**src/rtl/sign_narrower_pkg.sv**
```systemverilog
// Shared constants and the fit test for narrowing two's-complement words.
// The fit test is also used by the ALU immediate checker.
package sign_narrower_pkg;

    localparam int IN_W_DEF  = 16;
    localparam int OUT_W_DEF = 8;

    localparam logic [OUT_W_DEF-1:0] SAT_POS = {1'b0, {(OUT_W_DEF-1){1'b1}}};
    localparam logic [OUT_W_DEF-1:0] SAT_NEG = {1'b1, {(OUT_W_DEF-1){1'b0}}};

    localparam logic [7:0] OVF_CNT_MAX = 8'hFF;

    // A word fits when every bit from out_w-1 up to in_w-1 equals the new sign bit.
    function automatic logic fits_narrow(input logic [31:0] word, input int in_w, input int out_w);
        logic ok;
        ok = 1'b1;
        for (int i = 0; i < 32; i++) begin
            if (i >= out_w && i < in_w && word[i] != word[out_w-1]) begin
                ok = 1'b0;
            end
        end
        return ok;
    endfunction

endpackage

```
**src/rtl/sign_narrower_fifo.sv**
```systemverilog
// Small synchronous FIFO holding narrowed results as {ovf, value}.
// The head is read straight from storage, so it is stable until popped.
module narrow_fifo #(
    parameter int WIDTH = 9,
    parameter int DEPTH = 2
) (
    input  logic             clk,
    input  logic             rst_n,
    input  logic             push_i,
    input  logic [WIDTH-1:0] data_i,
    input  logic             pop_i,
    output logic [WIDTH-1:0] data_o,
    output logic             full_o,
    output logic             empty_o
);

    localparam int PW = (DEPTH > 1) ? $clog2(DEPTH) : 1;
    localparam int CW = $clog2(DEPTH + 1);

    logic [WIDTH-1:0] mem_q [DEPTH];
    logic [PW-1:0]    wr_ptr_q, wr_ptr_d;
    logic [PW-1:0]    rd_ptr_q, rd_ptr_d;
    logic [CW-1:0]    count_q, count_d;
    logic             do_push, do_pop;

    function automatic logic [PW-1:0] bump(input logic [PW-1:0] p);
        return (p == PW'(DEPTH - 1)) ? '0 : p + 1'b1;
    endfunction

    assign full_o  = (count_q == CW'(DEPTH));
    assign empty_o = (count_q == '0);
    assign do_push = push_i && !full_o;
    assign do_pop  = pop_i && !empty_o;
    assign data_o  = mem_q[rd_ptr_q];

    always_comb begin
        wr_ptr_d = do_push ? bump(wr_ptr_q) : wr_ptr_q;
        rd_ptr_d = do_pop  ? bump(rd_ptr_q) : rd_ptr_q;
        count_d  = count_q;
        if (do_push && !do_pop) begin
            count_d = count_q + 1'b1;
        end else if (!do_push && do_pop) begin
            count_d = count_q - 1'b1;
        end
    end

    // Storage is cleared on reset so the head reads zero until the first push.
    always_ff @(posedge clk or negedge rst_n) begin
        if (!rst_n) begin
            for (int i = 0; i < DEPTH; i++) begin
                mem_q[i] <= '0;
            end
            wr_ptr_q <= '0;
            rd_ptr_q <= '0;
            count_q  <= '0;
        end else begin
            if (do_push) begin
                mem_q[wr_ptr_q] <= data_i;
            end
            wr_ptr_q <= wr_ptr_d;
            rd_ptr_q <= rd_ptr_d;
            count_q  <= count_d;
        end
    end

endmodule

```
**src/rtl/sign_narrower.sv**
```systemverilog
// Streaming 16->8 narrowing unit: fit test, optional saturation, buffered output
// and overflow statistics.
module sign_narrower
    import sign_narrower_pkg::*;
#(
    parameter int IN_W  = IN_W_DEF,
    parameter int OUT_W = OUT_W_DEF,
    parameter int DEPTH = 2
) (
    input  logic             clk,
    input  logic             rst_n,
    input  logic             in_valid,
    output logic             in_ready,
    input  logic [IN_W-1:0]  in,
    input  logic             sat_en,
    output logic             out_valid,
    input  logic             out_ready,
    output logic [OUT_W-1:0] out,
    output logic             ovf,
    output logic             ovf_sticky,
    output logic [7:0]       ovf_count,
    input  logic             clr
);

    logic             fit;
    logic [OUT_W-1:0] result;
    logic             accept;
    logic             ovf_accept;
    logic             fifo_full, fifo_empty;
    logic [OUT_W:0]   head;

    logic             ovf_sticky_q, ovf_sticky_d;
    logic [7:0]       ovf_count_q, ovf_count_d;

    assign fit = fits_narrow(32'(in), IN_W, OUT_W);

    always_comb begin
        result = in[OUT_W-1:0];
        if (!fit && sat_en) begin
            result = in[IN_W-1] ? OUT_W'(SAT_NEG) : OUT_W'(SAT_POS);
        end
    end

    assign in_ready   = !fifo_full;
    assign out_valid  = !fifo_empty;
    assign accept     = in_valid && in_ready;
    assign ovf_accept = accept && !fit;

    narrow_fifo #(
        .WIDTH (OUT_W + 1),
        .DEPTH (DEPTH)
    ) u_fifo (
        .clk     (clk),
        .rst_n   (rst_n),
        .push_i  (accept),
        .data_i  ({!fit, result}),
        .pop_i   (out_ready),
        .data_o  (head),
        .full_o  (fifo_full),
        .empty_o (fifo_empty)
    );

    assign out = head[OUT_W-1:0];
    assign ovf = head[OUT_W];

    // Clear wins over history, but an overflow accepted in the same cycle still counts.
    always_comb begin
        ovf_sticky_d = ovf_sticky_q;
        ovf_count_d  = ovf_count_q;
        if (clr) begin
            ovf_sticky_d = ovf_accept;
            ovf_count_d  = ovf_accept ? 8'd1 : 8'd0;
        end else if (ovf_accept) begin
            ovf_sticky_d = 1'b1;
            if (ovf_count_q != OVF_CNT_MAX) begin
                ovf_count_d = ovf_count_q + 8'd1;
            end
        end
    end

    always_ff @(posedge clk or negedge rst_n) begin
        if (!rst_n) begin
            ovf_sticky_q <= 1'b0;
            ovf_count_q  <= 8'd0;
        end else begin
            ovf_sticky_q <= ovf_sticky_d;
            ovf_count_q  <= ovf_count_d;
        end
    end

    assign ovf_sticky = ovf_sticky_q;
    assign ovf_count  = ovf_count_q;

endmodule

```
**config.mk**
```make
export PLATFORM = sky130hd
export DESIGN_NAME = sign_narrower
export DESIGN_NICKNAME = d
export VERILOG_FILES = /design/src/rtl/sign_narrower_pkg.sv /design/src/rtl/sign_narrower_fifo.sv /design/src/rtl/sign_narrower.sv
export SDC_FILE = /design/constraint.sdc
export NUM_CORES = 1
export LEC_CHECK = 0
export CAP_MARGIN = 15
export CORE_MARGIN = 3
export CORE_UTILIZATION = 48
export CTS_CLUSTER_DIAMETER = 100
export DETAILED_ROUTE_END_ITERATION = 12
export PLACE_DENSITY_LB_ADDON = 0.3
export SETUP_SLACK_MARGIN = 0.1
export SYNTH_ARGS = -nofsm -noshare
export SYNTH_HDL_FRONTEND = slang
export SYNTH_HIERARCHICAL = 1
export SYNTH_SLANG_ARGS = --single-unit
```
**constraint.sdc**
```tcl
create_clock -name clk -period 2.3 [get_ports clk]
set_clock_uncertainty 0.15 [all_clocks]
set_input_delay 0.46 -clock clk [delete_from_list [all_inputs] [get_ports clk]]
set_output_delay 0.46 -clock clk [all_outputs]
set_load 0.01 [all_outputs]
```
* Word-level counts from Yosys, hierarchy flattened
Index checks and enable logic that the tools add are counted.
Word-level totals: RAM bits 0, memories kept 0, output and inout port bits 20, bits in read-only memories 0, latch bits 0, register bits 31
Operators by class: magnitude comparators 3, reductions and logical operators 18, multipliers 0, equality and inequality tests 10, mux-type cells 26, shift-type cells 0, add/sub/neg operators 5, div/mod/pow operators 0, bitwise operators 2
Operator list (number):
- $mux 8 | 5
- $mux 9 | 4
- $bwmux 18 | 1
- $mux 1 | 13
- $demux 9 s1 | 1
- $add 8x1->8 const B | 1
- $logic_and 1x1->1 | 8
- $ne 1x1->1 | 8
- $ne 8x8->1 const B | 1
- $reduce_bool 2->1 | 3
- $logic_not 1->1 | 5
- $ge 2x2->1 const B | 2
- $mux 2 | 2
- $not 1->2 | 2
- $add 1x1->1 const B | 2
- $add 2x1->2 const B | 1
- $eq 2x2->1 const B | 1
- $logic_not 2->1 | 1
- $lt 2x1->1 const B | 1
- $reduce_and 2->1 | 1
- $sub 2x1->2 const B | 1

* Logic depth before layout (Yosys ltp)
Gate-level depths: netlist (run 1).
depth in word-level cells 13, mapped depth 8, gate-level depth less buffers 8

* Cells and area by module
The synthesis (run 1) kept the hierarchy.
Modules (own cells, without submodules):
- narrow_fifo | cells an instance 66, area an instance 996.0 um^2, times used 1
- sign_narrower | cells an instance 74, area an instance 636.9 um^2, times used 1

* Worst setup path after synthesis (run 1)
OpenSTA, ideal clock, no wires.
path kind input-to-reg, start point input port in[13], end point register u_fifo/mem_q[0] in the netlist's numbering, setup slack 0.362 ns, cell stages on the path 6, setup time 0.125 ns, path buffers 0, data required time 2.025 ns, arrival 1.663 ns, path through nand4_1 -> or3_1 -> nand3_1 -> nor2_1 -> a21o_1 -> mux2_2
Between the ends: cells in the longest elaborated chain, start to end 8
Ends and longest elaborated chain:
- start, declared | RTL line sign_narrower.sv:14 | input logic [IN_W-1:0] in,
- $ne 1x1->1 | RTL line sign_narrower_pkg.sv:18 | if (i >= out_w && i < in_w && word[i] != word[out_w-1]) begin
- $mux 1 (3 in a row) | RTL line sign_narrower_pkg.sv:18
- $logic_not 1->1 | RTL line sign_narrower.sv:39 | if (!fit && sat_en) begin
- $logic_and 1x1->1 | RTL line sign_narrower.sv:39
- $mux 8 | RTL line sign_narrower.sv:39
- named net result[0] | RTL line sign_narrower.sv:26 | logic [OUT_W-1:0] result;
- $bwmux 18 | RTL line sign_narrower_fifo.sv:58 | mem_q[wr_ptr_q] <= data_i;
- end signal, assigned by index | RTL line sign_narrower_fifo.sv:58
- end, declared | RTL line sign_narrower_fifo.sv:20 | logic [WIDTH-1:0] mem_q [DEPTH];
The timed path passes the listed nets, and every way through them passes these cells. A chain may end at the register's enable or synchronous reset.

* Worst setup path in the final report (run 1)
start point input port in[15], end point register u_fifo/mem_q[9] in the netlist's numbering
Between the ends: cells in the longest elaborated chain, start to end 6, elaborated cells on any way between the ends 7
Ends and longest elaborated chain (RTL line):
- $ne 1x1->1 | sign_narrower_pkg.sv:18
- $mux 1 | sign_narrower_pkg.sv:18
- $logic_not 1->1 | sign_narrower.sv:39
- $logic_and 1x1->1 | sign_narrower.sv:39
- $mux 8 (*) | sign_narrower.sv:39
- named net result[0] | sign_narrower.sv:26
- $bwmux 18 (*) | sign_narrower_fifo.sv:58
Mark *: on every way through the listed nets, which the timed path passes. The rest lies on a longest branch.

==> flow_summary.yaml, run 1 <==
layout:
  final_nets: 217
  mostFrequentLayoutCell: "clkdlybuf4s50_1"
  final_cell_area_sq_um: 2180
  diodes: 0
  final_cell_mix: "32 x clkdlybuf4s50_1, 30 x dfrtp_1, 29 x mux2_2"
  syn2layout_area_growth_pct: 33.6
  drive_gt1_share_pct: 28.6
floorplanning:
  die_x_um: 64.3
  ios: 42
  start_util_pct: 51.8
  die_y_um: 64.3
  dieArea_sq_um: 4140
  core_sq_um: 3150
  rows: 20
place:
  dpl.hpwl_um: 2700
  gp_congestion: 0.773
  dpl-instance-area_sq_um: 2140
  io_buffer_count: 41
sta:
  tightest_slew_ns: 0.420
  setup_viol: 0
  hold_violations: 0
  fin_setup_tns_ns: 0
  clock.fmax_ghz: 0.472
  drv_slew: 0
  max_slew_margin_pct: 71.9
  fin_crit_sh_pct: 92.2
  whs_ns: 0.355
  final.min_clock_period_ns: 2.12
  rsz0062_at_grt: "no"
power:
  p_leak_nw: 0.965
  p_comb_share_pct: 48.6
  intPower_mw: 1.51
  p_per_area_nw_per_um2: 1040
  finalPower_mw: 2.26
  power.switching_mw: 0.746
  peakVddDrop_mv: 0.742
  clockPowerShare_pct: 11.9
  p_seq_share_pct: 39.5
  p_sw_share_pct: 33.0
min_path:
  worstHoldPathCells: 1
  worst_hold_path.endpoint: "u_fifo/wr_ptr_q"
  hp-start: "u_fifo/wr_ptr_q"
  hold_class: "register to register"
global_route:
  antenna_found_initial: 0
  track_usage_pct: 19.2
  grt_pass1_vias: 1340
  grt_start_max_net_pins: 32
  grt_pass1_wl_um: 6180
  grt-ovfl-total: 0
synthesis:
  synthArstFlopShare_pct: 100
  yosys_warnings: 6
  synth_ff_type: "dfrtp_1"
  synth_nets: 164
  yosys.cell_types.count: 37
  yosysTopAreaCell: "dfrtp_1"
  netlist_top_cells_area: "dfrtp_1 48%, mux2_2 20%, a21o_1 3.2%"
  avgSynthCellArea_sq_um: 11.7
  ys_seq_area_share_pct: 47.5
  ys_ff_latch: 31
  synth_area_sq_um: 1630
  synth-edff-count: 0
  synthCells: 140
  synth_top_cell_area_share_pct: 47.5
cts:
  clk_pin_slew_ns: 0.08
  clockBufferDepth: 2
  cts_tree: "built"
  ctsHtreeMaxLevel: 2
  cts-root-buf: "clkbuf_4"
  hold_buffers: 0
  cts_made_buffers: 5
  numClockSinks: 31
  clock_latency_ns: 0.31
setup_path:
  r2r_cells: 7
  crit_path_top_delay_cell: "clkdlybuf4s50_1"
  reg2reg_slack_ns: 0.28
  worstPathCellList: "clkdlybuf4s50_1 -> nand2_1 -> or3_1 -> nand3_1 -> nor2_1 -> a21o_1 -> mux2_2"
  path_max_fanout: 7
  r2r-start: "u_fifo/count_q[1]"
  startpoint_type: "primary input"
  path_class: "primary input to register"
  arrival_ns: 2.17
  endpoint_kind: "register"
  crit_path_max_incr_delay_ns: 0.53
  r2r_end: "ovf_count[7]"
  worstPathRequired_ns: 2.35
routing:
  avgViaCountPerCell: 5.31
  drt-total-wl_um: 3580
  ant_nets: 0
  vias: 1254
  drcViolationCount: 0
  drt-initial-drc-count: 35
  wire_per_inst_um: 15.2
  drt_pass1_iterations: 4
job:
  drv_cap: 0
run_status:
  outcome: "complete, no violations"
## through the flow
step,worst slack [ns],util [%],std cells
2_1_floorplan,0.362,-,140
3_3_place_gp,-0.0812,67.9,229
3_5_place_dp,-0.185,67.9,229
4_1_cts,0.117,69.0,236
5_1_grt,0.105,69.2,236
6_report,0.179,69.2,236
## worst max-delay path by stage
stage	cells after the start	end	slack (ns)	start
global placement	7	u_fifo/mem_q[14]	-0.08	in[15]
finish	7	u_fifo/mem_q[9]	0.18	in[15]
global route	7	u_fifo/mem_q[9]	0.10	in[15]
floorplan	6	u_fifo/mem_q[0]	0.36	in[13]
detailed placement	6	ovf_count[7]	-0.18	in_valid
CTS	7	ovf_count[7]	0.12	u_fifo/count_q[0]
## what timing repair did
action / CTS / global route
resized for setup: 9 / 2
setup buffers: 1 / 0
setup endpoints to repair: 9 / 7
## power by group through the flow
stage | clock network (mW) | logic (mW) | registers [mW]
after floorplan | 0 | 0.699 | 0.869
after global placement | 0 | 1.14 | 0.883
after detailed placement | 0 | 1.17 | 0.905
after CTS | 0.280 | 1.11 | 0.894
after global routing | 0.306 | 1.20 | 0.921
final | 0.269 | 1.10 | 0.893
## worst max-delay path: cells and delay by family
kind | cells | cell delay [ns]
simple gates | 4 | 0.73
buf+inv | 1 | 0.53
compound gates | 1 | 0.18
mux | 1 | 0.27
## cell families after synthesis
kind of cell | count (synthesis) | synth area share (%)
AO/OA/AOI/OAI | 20 | 8.43
adder cells (fa/ha/maj) | 2 | 1.53
AND/OR/NAND/NOR | 39 | 15.0
flip-flops | 31 | 47.5
XOR/XNOR | 5 | 2.68
multiplexers | 30 | 20.6
buffers and inverters | 13 | 4.21
## metal layers
metal / routed length, um / up-vias / track usage [%] / share of wire, %
met1: 1520 / 605 / 23.3 / 43
li1: - / 610 / - / -
met5: 0 / - / 0 / 0
met3: 160 / 6 / 5.45 / 4.5
met4: 31 / 0 / 5.54 / 0.87
met2: 1860 / 33 / 33.1 / 52
## flip-flops by register name, summed over array words and instances, names as in the netlist
signal and count:
ovf_sticky 1, u_fifo/rd_ptr_q 1, u_fifo/count_q 2, u_fifo/mem_q 18
u_fifo/wr_ptr_q 1, ovf_count 8
## Yosys cell counts (2+ instances only)
| library cell | instances |
|---|---|
| o31ai_1 | 4 |
| mux2_2 | 29 |
| o21ai_0 | 2 |
| or4_1 | 3 |
| a21o_1 | 7 |
| nor2_1 | 10 |
| xnor2_1 | 2 |
| xor2_1 | 3 |
| nand2_1 | 5 |
| inv_1 | 7 |
| and4_4 | 2 |
| nand3_1 | 6 |
| a21oi_1 | 4 |
| buf_6 | 2 |
| ha_1 | 2 |
| dfrtp_1 | 31 |
## area by class of cell
type	count	area [sq um]
Inverter	8	30.0
Sequential cell	31	777
Multi-Input combinational cell	96	791
Fill cell	266	972
Tap cell	44	55.1
Clock buffer	6	41.3
Timing Repair Buffer	51	487
Note: power is estimated with default switching activity, not from simulation.
==> run 2, diff against run 1 <==
--- a/config.mk
+++ b/config.mk
@@ -7,9 +7,10 @@
 export LEC_CHECK = 0
 export CAP_MARGIN = 15
 export CORE_MARGIN = 3
-export CORE_UTILIZATION = 48
+export CORE_UTILIZATION = 53
 export CTS_CLUSTER_DIAMETER = 100
 export DETAILED_ROUTE_END_ITERATION = 12
+export DONT_BUFFER_PORTS = 1
 export PLACE_DENSITY_LB_ADDON = 0.3
 export SETUP_SLACK_MARGIN = 0.1
 export SYNTH_ARGS = -nofsm -noshare
==> run 2 against run 1 <==
Clock power grew 16%. Critical path depth decreased by 2. Final area decreased by 20%. Sequential share of layout area rose by 8.7 points. Die area is 8.6% lower. Final cell count decreased by 24%. Non-clock buffer count decreased by 45. Fmax increased by 4.8%. Largest cell class unchanged. Highest routed layer unchanged.
==> flow_summary.yaml, run 2 (same netlist as run 1, synthesis figures left out) <==
run_status:
  outcome: "complete, no violations"
layout:
  final_nets: 172
  top_register: "u_fifo/mem_q"
  diodes: 0
  drive_gt1_share_pct: 33.8
  largest_register_ffs: 18
  final_cell_area_sq_um: 1750
  fin_cells: 179
  syn2layout_area_growth_pct: 7.13
  mostFrequentLayoutCell: "dfrtp_1"
  post-route-util_pct: 61.3
  final_cell_mix: "31 x dfrtp_1, 29 x mux2_2, 10 x nor2_1"
setup_path:
  startpoint_type: "register"
  arrival_ns: 2.12
  endpoint_kind: "register"
  crit_path_top_delay_cell: "dfrtp_1"
  worstPathCellList: "ha_1 -> and4_4 -> nand3b_4 -> or4_1 -> a21oi_1"
  crit_path_max_incr_delay_ns: 0.49
  path_class: "register to register"
  path_max_fanout: 6
  worstPathRequired_ns: 2.40
global_route:
  grt_start_max_net_pins: 32
  grt-ovfl-total: 0
  grt_pass1_wl_um: 5150
  grt_pass1_vias: 1168
  antenna_found_initial: 0
  track_usage_pct: 19.2
place:
  dp.cells: 169
  io_buffer_count: 0
  dpl-instance-area_sq_um: 1660
  pre_cts_slack_ns: 0.285
  gp_congestion: 0.775
  dpl.hpwl_um: 2380
cts:
  cts_resized: 0
  clockBufferDepth: 2
  clk_pin_slew_ns: 0.09
  cts_tree: "built"
  ctsHtreeMaxLevel: 2
  cts-root-buf: "clkbuf_4"
  cts_made_buffers: 5
  clock_latency_ns: 0.33
  numClockSinks: 31
floorplanning:
  rows: 19
  ios: 42
  start_util_pct: 57.2
  core_sq_um: 2850
  die_y_um: 61.5
  dieArea_sq_um: 3780
  die_x_um: 61.5
routing:
  wire_per_inst_um: 18.2
  vias: 1141
  avgViaCountPerCell: 6.37
  drt-initial-drc-count: 46
  ant_nets: 0
  drcViolationCount: 0
  drt_pass1_iterations: 5
  drt-total-wl_um: 3250
sta:
  whs_ns: 0.0397
  setup_viol: 0
  setup_slack_ns: 0.276
  final.min_clock_period_ns: 2.02
  clock.fmax_ghz: 0.494
  max_slew_margin_pct: 65.1
  tightest_slew_ns: 0.521
  fin_setup_tns_ns: 0
  drv_slew: 0
  fin_crit_sh_pct: 88.0
  rsz0062_at_grt: "no"
  hold_violations: 0
job:
  drv_cap: 0
min_path:
  hold_class: "primary input to register"
power:
  p_leak_nw: 0.784
  peakVddDrop_mv: 0.684
  p_per_area_nw_per_um2: 1150
  finalPower_mw: 2.01
[run 2: timing repair]
item / in CTS / in global routing
buffers inserted: 0 / 1
setup endpoints to repair: 0 / 1
hold buffers: 2 / 0
hold endpoints to repair: 31 / 0
[run 2: where the power goes]
group | switching [mW] | internal (mW)
sequential | 0.176 | 0.748
combinational | 0.351 | 0.421
clock | 0.171 | 0.141
[run 2: final cells by class]
type | count | area (sq um)
sequential | 31 | 776
fill | 250 | 1100
timing repair buffer | 6 | 60.1
clock buffer | 6 | 51.3
clock inverter | 1 | 5.00
multi-input combinational | 96 | 788
inverter | 8 | 30.0
tap | 31 | 38.8
[run 2: layer usage]
metal  GRT usage (%)  share of wire [%]
met5               0                  0
met1            21.0                 40
met2            32.6                 51
met3            9.22                7.6
met4            6.67                1.5
[run 2: final timing paths]
check / depth (start not counted) / endpoint / startpoint / slack, ns
worst min-delay path: 1 / ovf_count[3] / clr / 0.04
worst max-delay path: 5 / ovf_count[7] / ovf_count[0] / 0.28
worst min register to register: 1 / u_fifo/wr_ptr_q / u_fifo/wr_ptr_q / 0.36
worst max register to register: 5 / ovf_count[7] / ovf_count[0] / 0.28
max in group asynchronous: 2 / u_fifo/mem_q[10] / rst_n / 1.41
min in group asynchronous: 2 / ovf_count[1] / rst_n / 0.43
[run 2: worst max-delay path: cells and delay by family, from the launching register on]
kind,cells,cell delay [ns]
AOI/OAI and AO/OA,1,0.16
and+or+nand+nor,3,0.84
adders and majority gates,1,0.29
DFF,1,0.49
==> run 3, diff against run 2 <==
--- a/config.mk
+++ b/config.mk
@@ -12,8 +12,8 @@
 export DETAILED_ROUTE_END_ITERATION = 12
 export DONT_BUFFER_PORTS = 1
 export PLACE_DENSITY_LB_ADDON = 0.3
+export REMOVE_ABC_BUFFERS = 1
 export SETUP_SLACK_MARGIN = 0.1
 export SYNTH_ARGS = -nofsm -noshare
 export SYNTH_HDL_FRONTEND = slang
-export SYNTH_HIERARCHICAL = 1
 export SYNTH_SLANG_ARGS = --single-unit
==> run 3 against run 2 <==
Critical path type is now register to output port. First-iteration DRC count rose by 8.7%. Final cell count rose by 7.3%. Sequential cell count did not move. Critical path depth fell by 4. Non-clock buffer count fell by 1. Final area fell by 3.9%. Highest routed layer unchanged. Combinational power fell by 7.8%. Largest cell class is now flip-flops and latches. Sequential share of layout area rose by 1.8 points. Clock power rose by 3%. Worst setup slack improved by 0.0090 ns.
==> flow_summary.yaml, run 3 <==
sta:
  rsz0062_at_grt: "no"
  hold_violations: 0
  whs_ns: 0.0363
  clock.fmax_ghz: 0.496
  setup_viol: 0
  max_slew_margin_pct: 68.5
  fin_crit_sh_pct: 87.6
  drv_slew: 0
  tightest_slew_ns: 0.472
  fin_setup_tns_ns: 0
  final.min_clock_period_ns: 2.01
global_route:
  grt_pass1_wl_um: 5400
  grt_start_max_net_pins: 32
  antenna_found_initial: 0
  grt_pass1_vias: 1242
  track_usage_pct: 20.7
  grt-ovfl-total: 0
job:
  drv_cap: 0
layout:
  drive_gt1_share_pct: 18.6
  largest_register_ffs: 18
  post-route-util_pct: 60.5
  num-fill-cells: 253
  syn2layout_area_growth_pct: 7.52
  multiInputGateArea_sq_um: 734
  final_nets: 185
  fin_cells: 192
  diodes: 0
  final_cell_area_sq_um: 1680
  mostFrequentLayoutCell: "dfrtp_1"
  final_cell_mix: "31 x dfrtp_1, 25 x nor2_1, 13 x a21oi_1"
  top_register: "u_fifo.mem_q"
  ff_latch_area_sq_um: 776
routing:
  vias: 1156
  drcViolationCount: 0
  wl_met3_um: 224
  drt_pass1_iterations: 4
  wl_met2_um: 1720
  drt-met1-wl_um: 1270
  highest_layer: "met4"
  drt-total-wl_um: 3290
  ant_nets: 0
  wire_per_inst_um: 17.2
  drt-initial-drc-count: 50
  avgViaCountPerCell: 6.02
synthesis:
  synth_top_cell_area_share_pct: 49.6
  ys_seq_area_share_pct: 49.6
  avgSynthCellArea_sq_um: 10.0
  yosys.cell_types.count: 37
  yosysTopAreaCell: "dfrtp_1"
  synth_ff_type: "dfrtp_1"
  synth_area_sq_um: 1560
  synth_common_cells: "31 x dfrtp_1, 25 x nor2_1, 13 x a21oi_1"
  synth-edff-count: 0
  synthArstFlopShare_pct: 100
  yosys_warnings: 0
  yosysMostFrequentCell: "dfrtp_1"
  ys_ff_latch: 31
  synthCells: 156
  netlist_top_cells_area: "dfrtp_1 50%, mux2_2 7.9%, nor2_1 6.0%"
setup_path:
  path_class: "register to output port"
  reg2reg_slack_ns: 0.36
  endpoint_kind: "output port"
  path_max_fanout: 10
  crit_buf_inv: 0
  crit_path_max_incr_delay_ns: 0.64
  startpoint_type: "register"
  r2r-start: "ovf_count[0]"
  arrival_ns: 1.40
  worstPathCellList: "mux2_2"
  cpLargestDelayFamily: "flip-flops"
  worstPathRequired_ns: 1.69
  crit_path_top_delay_cell: "dfrtp_1"
  crit_start: "u_fifo.rd_ptr_q"
power:
  peakVddDrop_mv: 0.829
  p_leak_nw: 0.687
  p_per_area_nw_per_um2: 1160
place:
  gp_congestion: 0.792
  dpl.hpwl_um: 2400
  io_buffer_count: 0
  dp.cells: 183
  dpl-instance-area_sq_um: 1590
floorplanning:
  die_x_um: 60.3
  core_sq_um: 2780
  die_y_um: 60.3
  start_util_pct: 56.2
  ios: 42
  dieArea_sq_um: 3640
  rows: 19
min_path:
  hp-start: "clr"
  hold_class: "primary input to register"
cts:
  numClockSinks: 31
  clock_latency_ns: 0.32
  ctsHtreeMaxLevel: 2
  cts_tree: "built"
  clk_pin_slew_ns: 0.09
  cts_setup_buffers: 0
  cts-root-buf: "clkbuf_4"
  cts_made_buffers: 5
  clockBufferDepth: 2
run_status:
  outcome: "complete, no violations"
==> run 3: final timing paths <==
check / cells past startpoint / to
min: 1 / ovf_count[3]
min reg2reg: 1 / u_fifo.wr_ptr_q
max in group asynchronous: 2 / ovf_count[6]
max: 1 / ovf
max reg2reg: 5 / ovf_count[0]
min in group asynchronous: 2 / u_fifo.mem_q[15]
==> run 3: report_power, final <==
part	leakage, nW	total, mW	switching (mW)	internal (mW)
registers	0.363	0.924	0.178	0.746
logic	0.290	0.712	0.380	0.332
clock network	0.0341	0.322	0.180	0.141
==> run 3: final cells by class <==
class	count	share of cell area (%)
Sequential cell	31	46.1
Multi-Input combinational cell	113	43.7
Timing Repair Buffer	5	3.13
Clock buffer	6	3.05
Tap cell	31	2.31
Inverter	5	1.41
Clock inverter	1	0.298
==> run 3: logic make-up after synthesis <==
logic type      count (synthesis)  synth area share [%]
xor+xnor                        5                  2.80
buf+inv                        12                  3.84
compound gates                 28                  10.8
mux                            13                  9.20
fa+ha+maj                       2                  1.60
simple gates                   65                  22.2
flops                          31                  49.6
==> run 3: metal layers <==
layer,up-vias,track usage [%]
met5,-,0
met4,0,9.18
met3,7,7.56
met2,37,36.9
met1,549,21.5
li1,563,-
==> run 3: repair_timing <==
| action | 4_1_cts | 5_1_grt |
|---|---|---|
| hold buffers | 2 | 0 |
| gates resized for setup | 0 | 1 |
| endpoints found under the setup margin | 0 | 1 |
| hold endpoints to repair | 31 | 0 |
==> run 3: metrics by stage <==
step	setup WS (ns)	total power, mW
6_report	0.285	1.96
5_1_grt	0.149	2.12
4_1_cts	0.260	1.99
3_5_place_dp	0.287	1.64
3_3_place_gp	0.431	1.60
2_1_floorplan	0.550	1.47
==> edit (config.mk and constraints of run 1) <==
Set the package constant `OUT_W_DEF` to 9 (it was 8).
--- a/src/rtl/sign_narrower_pkg.sv
+++ b/src/rtl/sign_narrower_pkg.sv
@@ -3,7 +3,7 @@
 package sign_narrower_pkg;
 
     localparam int IN_W_DEF  = 16;
-    localparam int OUT_W_DEF = 8;
+    localparam int OUT_W_DEF = 9;
 
     localparam logic [OUT_W_DEF-1:0] SAT_POS = {1'b0, {(OUT_W_DEF-1){1'b1}}};
     localparam logic [OUT_W_DEF-1:0] SAT_NEG = {1'b1, {(OUT_W_DEF-1){1'b0}}};
Ports: changed (resized out); port bits go from 42 to 43. No check against the original RTL was run, so the function may have changed too.
==> edit against run 1 <==
Design area increased by 5.3%. Clock power is 38% higher. Setup slack worse by 70 ps. Sequential cell count rose by 2. Via count increased by 8.8%. Area after synthesis increased by 6.1%. Critical path depth is 3 lower. Hold slack better by 4.9 ps. Total power rose by 11%. Sequential share of layout area is 0.39 points higher. Routed wire length rose by 12%. Die area up 5.5%. Cell count increased by 7.6%. Largest cell class unchanged. Highest routed layer unchanged.
==> edit: results (changes against run 1) <==
- Result of the run: complete, no violations (unchanged)
- H-tree depth: 2 (unchanged)
- Last weighted congestion value of the routability-driven placer: 0.8126 (was 0.7728)
- Number of global-route vias before repair: 1416 (was 1340)
- Wire length per cell: 15.74 um (was 15.16 um)
- DP Worst Slack: -29.20 ps (was -184.5 ps)
- First-pass GRT wire length: 6.458 mm (was 6.175 mm)
- Start point of the worst hold path: u_fifo/wr_ptr_q (unchanged)
- Static Leakage: 0.9864 nW (was 0.9649 nW)
- Post-DP HPWL: 2.930 mm (was 2.698 mm)
- Startpoint of the worst register-to-register path: u_fifo/count_q[1] (unchanged)
- Vias per inst: 5.370 (was 5.314)
- Clock-pin slew of the registers on the worst-case setup and hold paths: 100 ps (was 80 ps)
- Fill cells: 288 (was 266)
- Sequential share of the synthesized area: 47.65% (was 47.51%)
- Maximum number of pins on one net before global-route repair: 34 (was 32)
- Largest voltage drop on the vdd net: 0.6887 mV (was 0.7421 mV)
- Root Buffer Master: sky130_fd_sc_hd__clkbuf_4 (unchanged)
- Syn_nets: 177 (was 164)
- Iter 0 DRT Violations: 54 (was 35)
- Largest register FFs: 20 (was 18)
- Maximum buffer depth of the clock tree: 2 (unchanged)
- Total number of yosys warnings: 6 (unchanged)
- Number of antenna violations at the first check in global routing: 0 (unchanged)
- Most flop-heavy register: u_fifo/mem_q (unchanged)
- Worst-case headroom to the max-slew limit: 72.06% (was 71.87%)
- Synth Area in Adders: 1.444% (was 1.533%)
- Post-synthesis mux area share: 21.37% (was 20.61%)
- Worst skew pair latency: 340 ps (was 310 ps)
- Data arrival at the endpoint of the critical path: 1580 ps (was 2170 ps)
- Synthesized-area fraction occupied by ao, oa, aoi and oai cells: 7.653% (was 8.429%)
- Number of buffers inserted by port buffering: 42 (was 41)
- Number of distinct library cells after synthesis: 36 (was 37)
- Main area contributors after synthesis: sky130_fd_sc_hd__dfrtp_1 48%, sky130_fd_sc_hd__mux2_2 21%, sky130_fd_sc_hd__o21ai_0 2.9% (was sky130_fd_sc_hd__dfrtp_1 48%, sky130_fd_sc_hd__mux2_2 20%, sky130_fd_sc_hd__a21o_1 3.2%)
- Post-synth top cells: 33 x sky130_fd_sc_hd__dfrtp_1, 32 x sky130_fd_sc_hd__mux2_2, 11 x sky130_fd_sc_hd__nand2_1, 10 x sky130_fd_sc_hd__o21ai_0, 7 x sky130_fd_sc_hd__inv_1 (was 31 x sky130_fd_sc_hd__dfrtp_1, 29 x sky130_fd_sc_hd__mux2_2, 10 x sky130_fd_sc_hd__nor2_1, 7 x sky130_fd_sc_hd__a21o_1, 7 x sky130_fd_sc_hd__inv_1)
- Share of final-layout standard cells stronger than drive strength 1: 30.77% (was 28.65%)
- Nets: 231 (was 217)
- Launching instance or port of the critical path: u_fifo/rd_ptr_q (was in[15])
- Quantity of hold-fixing buffers added after cts: 0 (unchanged)
- Highest net fanout along the worst path: 5 (was 7)
- Post-synthesis xor/xnor area fraction: 2.527% (was 2.682%)
- Aggregate global-route resource usage: 19.60% (was 19.22%)
edit: logic make-up after synthesis:
logic type      count (synthesis)
compound gates                 22
xor+xnor                        5
fa+ha+maj                       2
buf+inv                        14
flops                          33
mux                            33
simple gates                   44
edit: critical path, cell delays in order, from the launching register on:
cell and delay (ps):
sky130_fd_sc_hd__dfrtp_1 390, sky130_fd_sc_hd__buf_4 130, sky130_fd_sc_hd__buf_4 150, sky130_fd_sc_hd__mux2_2 280, sky130_fd_sc_hd__dlygate4sd2_1 290
edit: layout make-up:
type	instances	share of cell area [%]
clock buffer	7	2.834
multi-input combinational	106	36.13
timing repair buffer	53	20.98
inverter	8	1.308
tap	46	2.507
sequential	33	36.02
clock inverter	1	0.2180
edit: layer usage:
layer  vias to the layer above  share of wire, %  global-route usage [%]
li1                        660                 -                       -
met1                       655                43                   22.85
met2                        40                50                   33.21
met3                         9               5.5                   6.122
met4                         0               2.0                   7.868
met5                         -                 0                       0
edit: repair_timing:
item                                    in CTS  in global routing
endpoints found under the setup margin      11                  6
gates resized for setup                      9                 11
setup buffers                                3                  1
edit: stage by stage:
| stage | instances | area (um^2) |
|---|---|---|
| after global routing | 254 | 2296 |
| after global placement | 242 | 2216 |
| final | 254 | 2296 |
| after detailed placement | 242 | 2216 |
| after CTS | 253 | 2297 |
| after floorplan | 153 | 1733 |
edit: path summary, 6_finish.rpt:
kind / end / cells past startpoint / slack, ps
hold reg to reg: u_fifo/wr_ptr_q / 1 / 360
min in group asynchronous: ovf_count[7] / 2 / 370
setup reg to reg: ovf_count[5] / 6 / 330
max in group asynchronous: u_fifo/count_q[1] / 2 / 1310
hold / removal: u_fifo/wr_ptr_q / 1 / 360
setup / recovery: out[0] / 4 / 110
edit: power breakdown:
part | switching [mW] | internal [mW] | leakage [nW]
Combinational | 0.525 | 0.690 | 0.544
Sequential | 0.127 | 0.804 | 0.401
Clock | 0.195 | 0.177 | 0.0413
Total | 0.847 | 1.67 | 0.986
